[config.mk]
export PLATFORM = sky130hd
export DESIGN_NAME = key_search_scheduler
export DESIGN_NICKNAME = d
export VERILOG_FILES = /design/src/rtl/key_search_scheduler.sv
export SDC_FILE = /design/constraint.sdc
export NUM_CORES = 1
export LEC_CHECK = 0
export ABC_AREA = 0
export BUFFER_PORTS_ARGS = -buffer_cell sky130_fd_sc_hd__buf_2
export CAP_MARGIN = 20
export CORE_ASPECT_RATIO = 0.9
export CORE_MARGIN = 2
export CORE_UTILIZATION = 51
export CTS_CLUSTER_DIAMETER = 120
export DETAILED_ROUTE_END_ITERATION = 8
export HOLD_SLACK_MARGIN = 0.1
export PLACE_DENSITY_LB_ADDON = 0.12
export SYNTH_ARGS = -nofsm -noshare
export SYNTH_HDL_FRONTEND = slang
export SYNTH_SLANG_ARGS = --single-unit
[constraint.sdc]
create_clock -name clk -period 3.02 [get_ports clk]
set_clock_uncertainty 0.1 [all_clocks]
set_input_delay 0.151 -clock clk [delete_from_list [all_inputs] [get_ports clk]]
set_output_delay 0.151 -clock clk [all_outputs]
set_load 0.05 [all_outputs]
[src/rtl/key_search_scheduler.sv]
// key_search_scheduler: hands consecutive RC4 candidate keys to NUM_CORES
// decrypt cores and keeps each core's key stable while that core is busy.
// It stops issuing keys after the first success and reports the winning key.
// Optional build macro KEY_SEARCH_PROGRESS_EN adds a keys_tried output that
// counts finished attempts.
module key_search_scheduler #(
  parameter int                   NUM_CORES = 4,
  parameter int                   KEY_WIDTH = 24,
  parameter logic [KEY_WIDTH-1:0] KEY_MAX   = 24'h3FFFFF
) (
  input  logic                           clk,
  input  logic                           reset_n,
  input  logic                           start,
  output logic [NUM_CORES-1:0]           core_start,
  output logic [NUM_CORES*KEY_WIDTH-1:0] core_key,
  input  logic [NUM_CORES-1:0]           core_done,
  input  logic [NUM_CORES-1:0]           core_found,
  output logic                           busy,
  output logic                           done,
  output logic                           key_found,
  output logic [KEY_WIDTH-1:0]           found_key
`ifdef KEY_SEARCH_PROGRESS_EN
  ,
  output logic [KEY_WIDTH:0]             keys_tried
`endif
);

  localparam int IDX_W = (NUM_CORES > 1) ? $clog2(NUM_CORES) : 1;
  // One extra bit so the counter can step past an all-ones KEY_MAX without wrapping.
  localparam logic [KEY_WIDTH:0] KEY_LIMIT = {1'b0, KEY_MAX};

  typedef enum logic [1:0] {
    S_IDLE     = 2'd0,
    S_DISPATCH = 2'd1,
    S_DRAIN    = 2'd2,
    S_DONE     = 2'd3
  } state_t;

  state_t                         state_q, state_d;
  logic [NUM_CORES-1:0]           core_busy_q, core_busy_d;
  logic [NUM_CORES-1:0]           core_start_q, core_start_d;
  logic [NUM_CORES*KEY_WIDTH-1:0] core_key_q, core_key_d;
  logic [KEY_WIDTH:0]             next_key_q, next_key_d;
  logic [KEY_WIDTH-1:0]           found_key_q, found_key_d;
  logic                           key_found_q, key_found_d;

  logic [NUM_CORES-1:0] accepted;
  logic [NUM_CORES-1:0] hit_vec;
  logic                 hit_any;
  logic [IDX_W-1:0]     hit_idx;
  logic                 free_any;
  logic [IDX_W-1:0]     free_idx;
  logic                 keys_left;
  logic                 launch;
  logic                 take_found;
  logic                 clear;

  // Completion pulses only count for cores that are actually running an attempt.
  assign accepted  = core_done & core_busy_q;
  assign hit_vec   = accepted & core_found;
  assign keys_left = (next_key_q <= KEY_LIMIT);

  // Lowest-index priority pick of the free core and of the successful core.
  always_comb begin
    free_any = 1'b0;
    free_idx = '0;
    hit_any  = 1'b0;
    hit_idx  = '0;
    for (int i = NUM_CORES - 1; i >= 0; i--) begin
      if (!core_busy_q[i]) begin
        free_any = 1'b1;
        free_idx = IDX_W'(i);
      end
      if (hit_vec[i]) begin
        hit_any = 1'b1;
        hit_idx = IDX_W'(i);
      end
    end
  end

  // State register.
  always_ff @(posedge clk or negedge reset_n) begin
    if (!reset_n) begin
      state_q <= S_IDLE;
    end else begin
      state_q <= state_d;
    end
  end

  // Next-state logic.
  always_comb begin
    state_d = state_q;
    case (state_q)
      S_IDLE:     if (start) state_d = S_DISPATCH;
      S_DISPATCH: if (hit_any || !keys_left) state_d = S_DRAIN;
      S_DRAIN:    if (core_busy_q == '0) state_d = S_DONE;
      S_DONE:     if (!start) state_d = S_IDLE;
      default:    state_d = S_IDLE;
    endcase
  end

  // State-decoded controls: launch is suppressed on the cycle a success arrives.
  always_comb begin
    busy       = (state_q == S_DISPATCH) || (state_q == S_DRAIN);
    done       = (state_q == S_DONE);
    clear      = (state_q == S_IDLE) && start;
    launch     = (state_q == S_DISPATCH) && !hit_any && keys_left && free_any;
    take_found = hit_any && ((state_q == S_DISPATCH) ||
                             ((state_q == S_DRAIN) && !key_found_q));
  end

  // Datapath next-state: busy tracking, key hand-out and result capture.
  always_comb begin
    core_busy_d  = core_busy_q & ~accepted;
    core_start_d = '0;
    core_key_d   = core_key_q;
    next_key_d   = next_key_q;
    found_key_d  = found_key_q;
    key_found_d  = key_found_q;
    if (launch) begin
      core_busy_d[free_idx]                          = 1'b1;
      core_start_d[free_idx]                         = 1'b1;
      core_key_d[free_idx*KEY_WIDTH +: KEY_WIDTH]    = next_key_q[KEY_WIDTH-1:0];
      next_key_d                                     = next_key_q + 1'b1;
    end
    if (take_found) begin
      found_key_d = core_key_q[hit_idx*KEY_WIDTH +: KEY_WIDTH];
      key_found_d = 1'b1;
    end
    if (clear) begin
      core_busy_d = '0;
      next_key_d  = '0;
      found_key_d = '0;
      key_found_d = 1'b0;
    end
  end

  // Datapath registers.
  always_ff @(posedge clk or negedge reset_n) begin
    if (!reset_n) begin
      core_busy_q  <= '0;
      core_start_q <= '0;
      core_key_q   <= '0;
      next_key_q   <= '0;
      found_key_q  <= '0;
      key_found_q  <= 1'b0;
    end else begin
      core_busy_q  <= core_busy_d;
      core_start_q <= core_start_d;
      core_key_q   <= core_key_d;
      next_key_q   <= next_key_d;
      found_key_q  <= found_key_d;
      key_found_q  <= key_found_d;
    end
  end

`ifdef KEY_SEARCH_PROGRESS_EN
  logic [KEY_WIDTH:0] keys_tried_q, keys_tried_d;
  logic [KEY_WIDTH:0] tried_inc;

  // Progress count: add the number of accepted completions each active cycle.
  always_comb begin
    tried_inc = '0;
    for (int i = 0; i < NUM_CORES; i++) begin
      tried_inc = tried_inc + (KEY_WIDTH + 1)'(accepted[i]);
    end
    keys_tried_d = keys_tried_q;
    if (clear) begin
      keys_tried_d = '0;
    end else if (busy) begin
      keys_tried_d = keys_tried_q + tried_inc;
    end
  end

  // Progress counter register.
  always_ff @(posedge clk or negedge reset_n) begin
    if (!reset_n) begin
      keys_tried_q <= '0;
    end else begin
      keys_tried_q <= keys_tried_d;
    end
  end

  assign keys_tried = keys_tried_q;
`endif

  assign core_start = core_start_q;
  assign core_key   = core_key_q;
  assign key_found  = key_found_q;
  assign found_key  = found_key_q;

endmodule

==> flow_metrics.py, run 1 <==
metrics = {
    "outcome": {
        "outcome": "finished clean",
    },
    "yosys": {
        "synth_xor_area_frac": 0.00540,
        "yosys.area.top_type_share": 0.482,
        "synth_top_family_by_area": "compound AO/OA/AOI/OAI gates",
        "synth.distinct_cells": 57,
        "synthSimpleGateAreaFrac": 0.175,
        "syn_area_per_cell_um2": 9.43,
        "yosysWarnings": 0,
        "synth_top_cell_by_area": "dfrtp_1",
        "muxShareOfSynthArea": 0.0522,
        "ys_seq_elements": 156,
        "synthTopCellsByArea": "dfrtp_1, nand2_1, o21ai_0, mux2i_1, o31ai_1",
        "synthAdderAreaFrac": 0.0154,
        "synth_edf_count": 0,
        "synthCells": 860,
        "ys_async_sr_fraction": 1.00,
        "ys_seq_area_frac": 0.482,
        "syn_area_mm2": 0.00811,
        "synth_compound_area_frac": 0.218,
        "synth_nets": 881,
        "synthFlopType": "dfrtp_1",
    },
    "power_and_ir_drop": {
        "switching_share": 0.399,
        "leakagePower_uw": 0.00469,
        "p_switching_uw": 2820,
        "power_frac_comb": 0.336,
        "ir_drop_uv": 639,
        "clockPowerShare": 0.325,
        "power_frac_seq": 0.339,
        "power.internal_uw": 4250,
        "p_per_area_mw_per_mm2": 720,
    },
    "setup_path": {
        "crit_required_ps": 3280,
        "r2r_setup_slack_ps": 290,
        "endpoint_kind": "flop",
        "timing.rr.end": "core_key[67]",
        "cp_max_fo": 9,
        "reg2reg_depth": 8,
        "startpoint_type": "flop",
        "reg2reg_from": "core_busy_q[2]",
        "critPathArrivalTime_ps": 2980,
        "critical_path_class": "flop to flop",
    },
    "clocking": {
        "h-tree-depth": 4,
        "clock_latency_ps": 430,
        "cts_tree": "built",
        "path_clk_slew_ps": 70,
        "cts.sinks": 156,
        "clk_path_buf_depth": 2,
        "cts_inserted_buffers": 17,
        "cts_root_buf": "clkbuf_16",
        "post_cts_resized": 0,
    },
    "global_route": {
        "antenna_found_initial": 0,
        "grt_use_total": 0.339,
        "grt.overflow.total": 0,
        "grt_pass1_wl_um": 42200,
        "grt_pass1_vias": 7187,
        "grt_max_degree": 84,
    },
    "routing": {
        "drc": 0,
        "vias": 7689,
        "ant_nets": 0,
        "wl_per_cell_um": 23.2,
        "viasPerCell": 6.37,
        "drt_iter0_markers": 899,
        "routed_wl_um": 28000,
        "first_pass_iters": 6,
    },
    "job": {
        "maxCapViolations": 0,
    },
    "die": {
        "io_pins": 138,
        "fp.dieW_um": 137,
        "rows": 43,
        "start_util": 0.523,
        "die_area_mm2": 0.0169,
        "die_y_um": 124,
        "coreArea_mm2": 0.0155,
    },
    "timing": {
        "finalMaxSlewViolations": 0,
        "finalSetupTns_ps": 0,
        "hold_viol": 0,
        "setup_viol": 0,
        "clock.fmax_ghz": 0.367,
        "timing.slew.headroom": 0.374,
        "worstMarginPinSlew_ps": 936,
        "min_period_ps": 2730,
        "rsz0062_at_grt": "false",
        "fin_crit_sh": 0.902,
    },
    "placement": {
        "hpwl_um": 19500,
        "numPortBuffers": 137,
        "gp_congestion": 0.985,
    },
    "worst_hold_path": {
        "holdCritPathClass": "primary input to asynchronous set/reset pin",
    },
    "cells_and_area": {
        "layout-drive-gt1-share": 0.237,
        "layout.nets": 1013,
        "utilization": 0.633,
        "final.fill_count": 1315,
        "synthToLayoutAreaGrowth_pct": 21.0,
        "num_antenna_cells": 0,
    },
}
power groups by stage:
stage | clock network (uW) | registers [uW] | logic [uW]
global route | 2400 | 2410 | 2540
detailed placement | 0 | 2430 | 2330
finish | 2290 | 2400 | 2380
global placement | 0 | 2430 | 2320
floorplan | 0 | 2800 | 1210
CTS | 2300 | 2390 | 2340
metrics by stage:
stage                     instance area, um^2  setup WS (ps)  hold slack (ps)  power [uW]  instances
after floorplan                          8110            214             -245        4010        860
after global placement                   9130            438              170        4740       1169
after detailed placement                 9130            363              169        4760       1169
after CTS                                9810            335              277        7040       1207
after global routing                     9810            118              313        7350       1207
final                                    9810            295              234        7070       1207
sequential cells by signal, indices dropped and copies added (netlist names):
| name | count |
|---|---|
| core_key | 96 |
| next_key_q | 25 |
| core_start | 4 |
| state_q | 2 |
| core_busy_q | 4 |
| key_found | 1 |
| found_key | 24 |
area by class of cell:
type,instances,area (um^2),share of cell area
flip-flops and latches,156,3900,0.398
multi-input cells,607,3820,0.390
repair buffers,194,1150,0.117
clock buffers,20,437,0.0445
well taps,202,253,0.0258
clock inverters,12,185,0.0189
inverters,16,60.1,0.00612
layer usage:
layer,vias up,part of all wire,track usage
li1,3409,-,-
met4,0,0.028,0.107
met3,68,0.096,0.0733
met2,448,0.46,0.528
met1,3764,0.41,0.478
met5,-,0,0
worst max-delay path, stage by stage (launching register included):
cell     delay [ps]
dfrtp_1         450
nor2b_1         230
o21ai_2         150
ha_1            290
inv_1           220
o22a_1          320
nand2_1         340
o31a_1          390
o21ai_0         150
worst max-delay path by stage:
stage / endpoint / cells past startpoint / startpoint
after global routing: core_key[67] / 8 / core_busy_q[2]
final: core_key[67] / 8 / core_busy_q[2]
after global placement: core_key[67] / 6 / next_key_q[22]
after floorplan: core_key[84] / 11 / core_busy_q[2]
after CTS: core_key[42] / 5 / next_key_q[22]
after detailed placement: core_key[67] / 8 / core_busy_q[2]
cells in the mapped netlist (6+ instances only):
master and instances:
nor3_1 6, inv_1 16, or4_1 7, dfrtp_1 156
clkbuf_1 56, a32oi_1 10, nor2_1 17, nand4_1 10
and2_1 8, nand3_1 14, a22oi_1 31, o21ai_0 86
mux2i_1 40, buf_2 14, o221ai_1 24, o31ai_1 41
nand2b_1 8, and3_1 28, nand2_1 143, ha_1 10
or3_1 10, a21oi_1 52
cell families after synthesis:
logic type | count (synthesis)
AOI/OAI and AO/OA | 272
adders and majority gates | 10
xor gates and xnor gates | 5
muxes | 42
and+or+nand+nor | 278
buffers and inverters | 97
DFF | 156
timing repair:
action / in CTS / in global routing
hold buffers: 6 / 0
setup endpoints to repair: 0 / 0
buffers inserted: 0 / 0
hold endpoints to repair: 85 / 0
cell usage in the layout (no fill, tap or decap), types with 6 or more instances in the layout:
| master | Yosys | routed |
|---|---|---|
| o221ai_1 | 24 | 24 |
| o21ai_0 | 86 | 86 |
| and2_1 | 8 | 8 |
| mux2i_1 | 40 | 40 |
| nand3_1 | 14 | 14 |
| a21oi_1 | 52 | 51 |
| dfrtp_1 | 156 | 156 |
| nand2_1 | 143 | 143 |
| nand2b_1 | 8 | 8 |
| nor2_1 | 17 | 17 |
| inv_1 | 16 | 16 |
| buf_2 | 14 | 136 |
| clkbuf_16 | 0 | 17 |
| nand4_1 | 10 | 10 |
| or3_1 | 10 | 10 |
| o31ai_1 | 41 | 41 |
| ha_1 | 10 | 10 |
| nor3_1 | 6 | 6 |
| a32oi_1 | 10 | 10 |
| or4_1 | 7 | 7 |
| and3_1 | 28 | 28 |
| dlygate4sd3_1 | 0 | 6 |
| buf_4 | 2 | 50 |
| a22oi_1 | 31 | 31 |
Power figures use the tool's default switching activity.
==> run 2: changes to the inputs <==
==> constraint.sdc (replaced) <==
create_clock -name clk -period 3.02 [get_ports clk]
set_clock_uncertainty 0.1 [all_clocks]
set_input_delay 0.604 -clock clk [delete_from_list [all_inputs] [get_ports clk]]
set_output_delay 0.604 -clock clk [all_outputs]
set_load 0.05 [all_outputs]
==> run 2 against run 1 <==
Via count about the same. Die area unchanged. Sequential cell count unchanged. Critical path type unchanged. Final area rose by 0.11%. Non-clock buffer count stayed put. Utilization up 0.073 points. Largest cell class unchanged.
==> flow_metrics.py, run 2 (synthesized netlist as in run 1, its figures left out) <==
metrics = {
    "outcome": {
        "outcome": "finished clean",
    },
    "cells_and_area": {
        "design_area_mm2": 0.00982,
        "layout_commonest_cell": "dfrtp_1",
        "layout-drive-gt1-share": 0.246,
        "mostFrequentLayoutCells": "dfrtp_1, nand2_1, buf_2, o21ai_0, buf_4",
        "layout.nets": 1013,
        "num_antenna_cells": 0,
        "synthToLayoutAreaGrowth_pct": 21.2,
        "largest_reg_flops": 96,
    },
    "timing": {
        "clock.fmax_ghz": 0.348,
        "rsz0062_at_grt": "false",
        "hold_viol": 0,
        "finalMaxSlewViolations": 0,
        "finalSetupTns_ps": 0,
        "fin_crit_sh": 0.952,
        "worstMarginPinSlew_ps": 733,
        "min_period_ps": 2880,
        "timing.slew.headroom": 0.510,
        "setup_viol": 0,
    },
    "die": {
        "io_pins": 138,
        "fp.dieW_um": 137,
        "start_util": 0.523,
        "die_area_mm2": 0.0169,
        "coreArea_mm2": 0.0155,
        "rows": 43,
        "die_y_um": 124,
    },
    "setup_path": {
        "reg2reg_depth": 6,
        "cp_cell_sequence": "nor4_1, nand4_1, o211ai_1, buf_4, buf_4, o21ai_0",
        "slowest_stage": "dfrtp_1",
        "r2r_setup_slack_ps": 140,
        "startpoint_type": "flop",
        "timing.rr.end": "core_key[73]",
        "reg2reg_from": "next_key_q[22]",
        "crit_top_cell": "buf_4",
        "critical_path_class": "flop to flop",
        "crit_family": "simple AND/OR/NAND/NOR gates",
        "slowest_delay_ps": 630,
        "path_buf_inv": 2,
        "cp_max_fo": 20,
        "endpoint_kind": "flop",
        "crit_required_ps": 3230,
        "critPathArrivalTime_ps": 3090,
    },
    "routing": {
        "routed_wl_um": 27900,
        "vias": 7692,
        "drt_iter0_markers": 827,
        "wl_per_cell_um": 23.1,
        "drc": 0,
        "viasPerCell": 6.37,
        "first_pass_iters": 5,
        "wirelength_met1_um": 11700,
        "wl_met2_um": 12700,
        "ant_nets": 0,
        "wl_met3_um": 2660,
        "routed.top_layer": "met5",
    },
    "global_route": {
        "grt.overflow.total": 0,
        "antenna_found_initial": 1,
        "grt_pass1_vias": 7063,
        "grt_max_degree": 73,
        "grt_use_total": 0.336,
        "grt_pass1_wl_um": 41600,
    },
    "power_and_ir_drop": {
        "p_per_area_mw_per_mm2": 722,
        "leakagePower_uw": 0.00472,
        "ir_drop_uv": 731,
        "total_power_uw": 7090,
    },
    "placement": {
        "placed_cell_area_mm2": 0.00920,
        "gp_congestion": 0.971,
        "hpwl_um": 19500,
        "numPortBuffers": 137,
    },
    "clocking": {
        "h-tree-depth": 4,
        "cts_setup_buffers": 0,
        "post_cts_resized": 0,
        "cts_hold_buf": 0,
        "cts_tree": "built",
        "cts.sinks": 156,
        "clock_latency_ps": 440,
        "clk_path_buf_depth": 2,
        "path_clk_slew_ps": 70,
        "cts_root_buf": "clkbuf_16",
        "cts_inserted_buffers": 17,
    },
    "job": {
        "maxCapViolations": 0,
    },
    "worst_hold_path": {
        "holdCritPathClass": "primary input to asynchronous set/reset pin",
    },
}
## run 2: how the worst max path moves through the flow
stage / from / depth (start not counted) / end / slack, ps
2_1_floorplan: core_busy_q[2] / 11 / core_key[84] / 210
3_3_place_gp: next_key_q[22] / 7 / core_key[81] / 300
3_5_place_dp: next_key_q[22] / 6 / core_key[73] / 270
4_1_cts: next_key_q[22] / 6 / core_key[73] / 260
5_1_grt: next_key_q[22] / 6 / core_key[73] / 70
6_report: next_key_q[22] / 6 / core_key[73] / 140
## run 2: final cells by class
class,count,area [um^2]
Fill cell,1329,5670
Sequential cell,156,3900
Multi-Input combinational cell,607,3820
Timing Repair Buffer,194,1160
Clock buffer,17,425
Tap cell,202,253
Clock inverter,15,198
Inverter,16,60.1
## run 2: stage by stage
stage,instances,util,hold WS (ps),setup slack (ps)
floorplan,860,-,208,214
global placement,1175,0.594,366,297
detailed placement,1175,0.594,371,270
CTS,1207,0.634,108,262
global route,1207,0.634,129,69.5
finish,1207,0.634,87.0,144
## run 2: layer usage
metal / global-route usage / up-vias
li1: - / 3423
met1: 0.471 / 3748
met2: 0.511 / 438
met3: 0.0818 / 81
met4: 0.120 / 2
met5: 0 / -
## run 2: power by group
part	internal, uW	switching (uW)	leakage [uW]	total [uW]
sequential	2250	137	0.00216	2390
clock	1330	955	0.000310	2290
combinational	626	1790	0.00225	2420
total	4210	2880	0.00472	7090
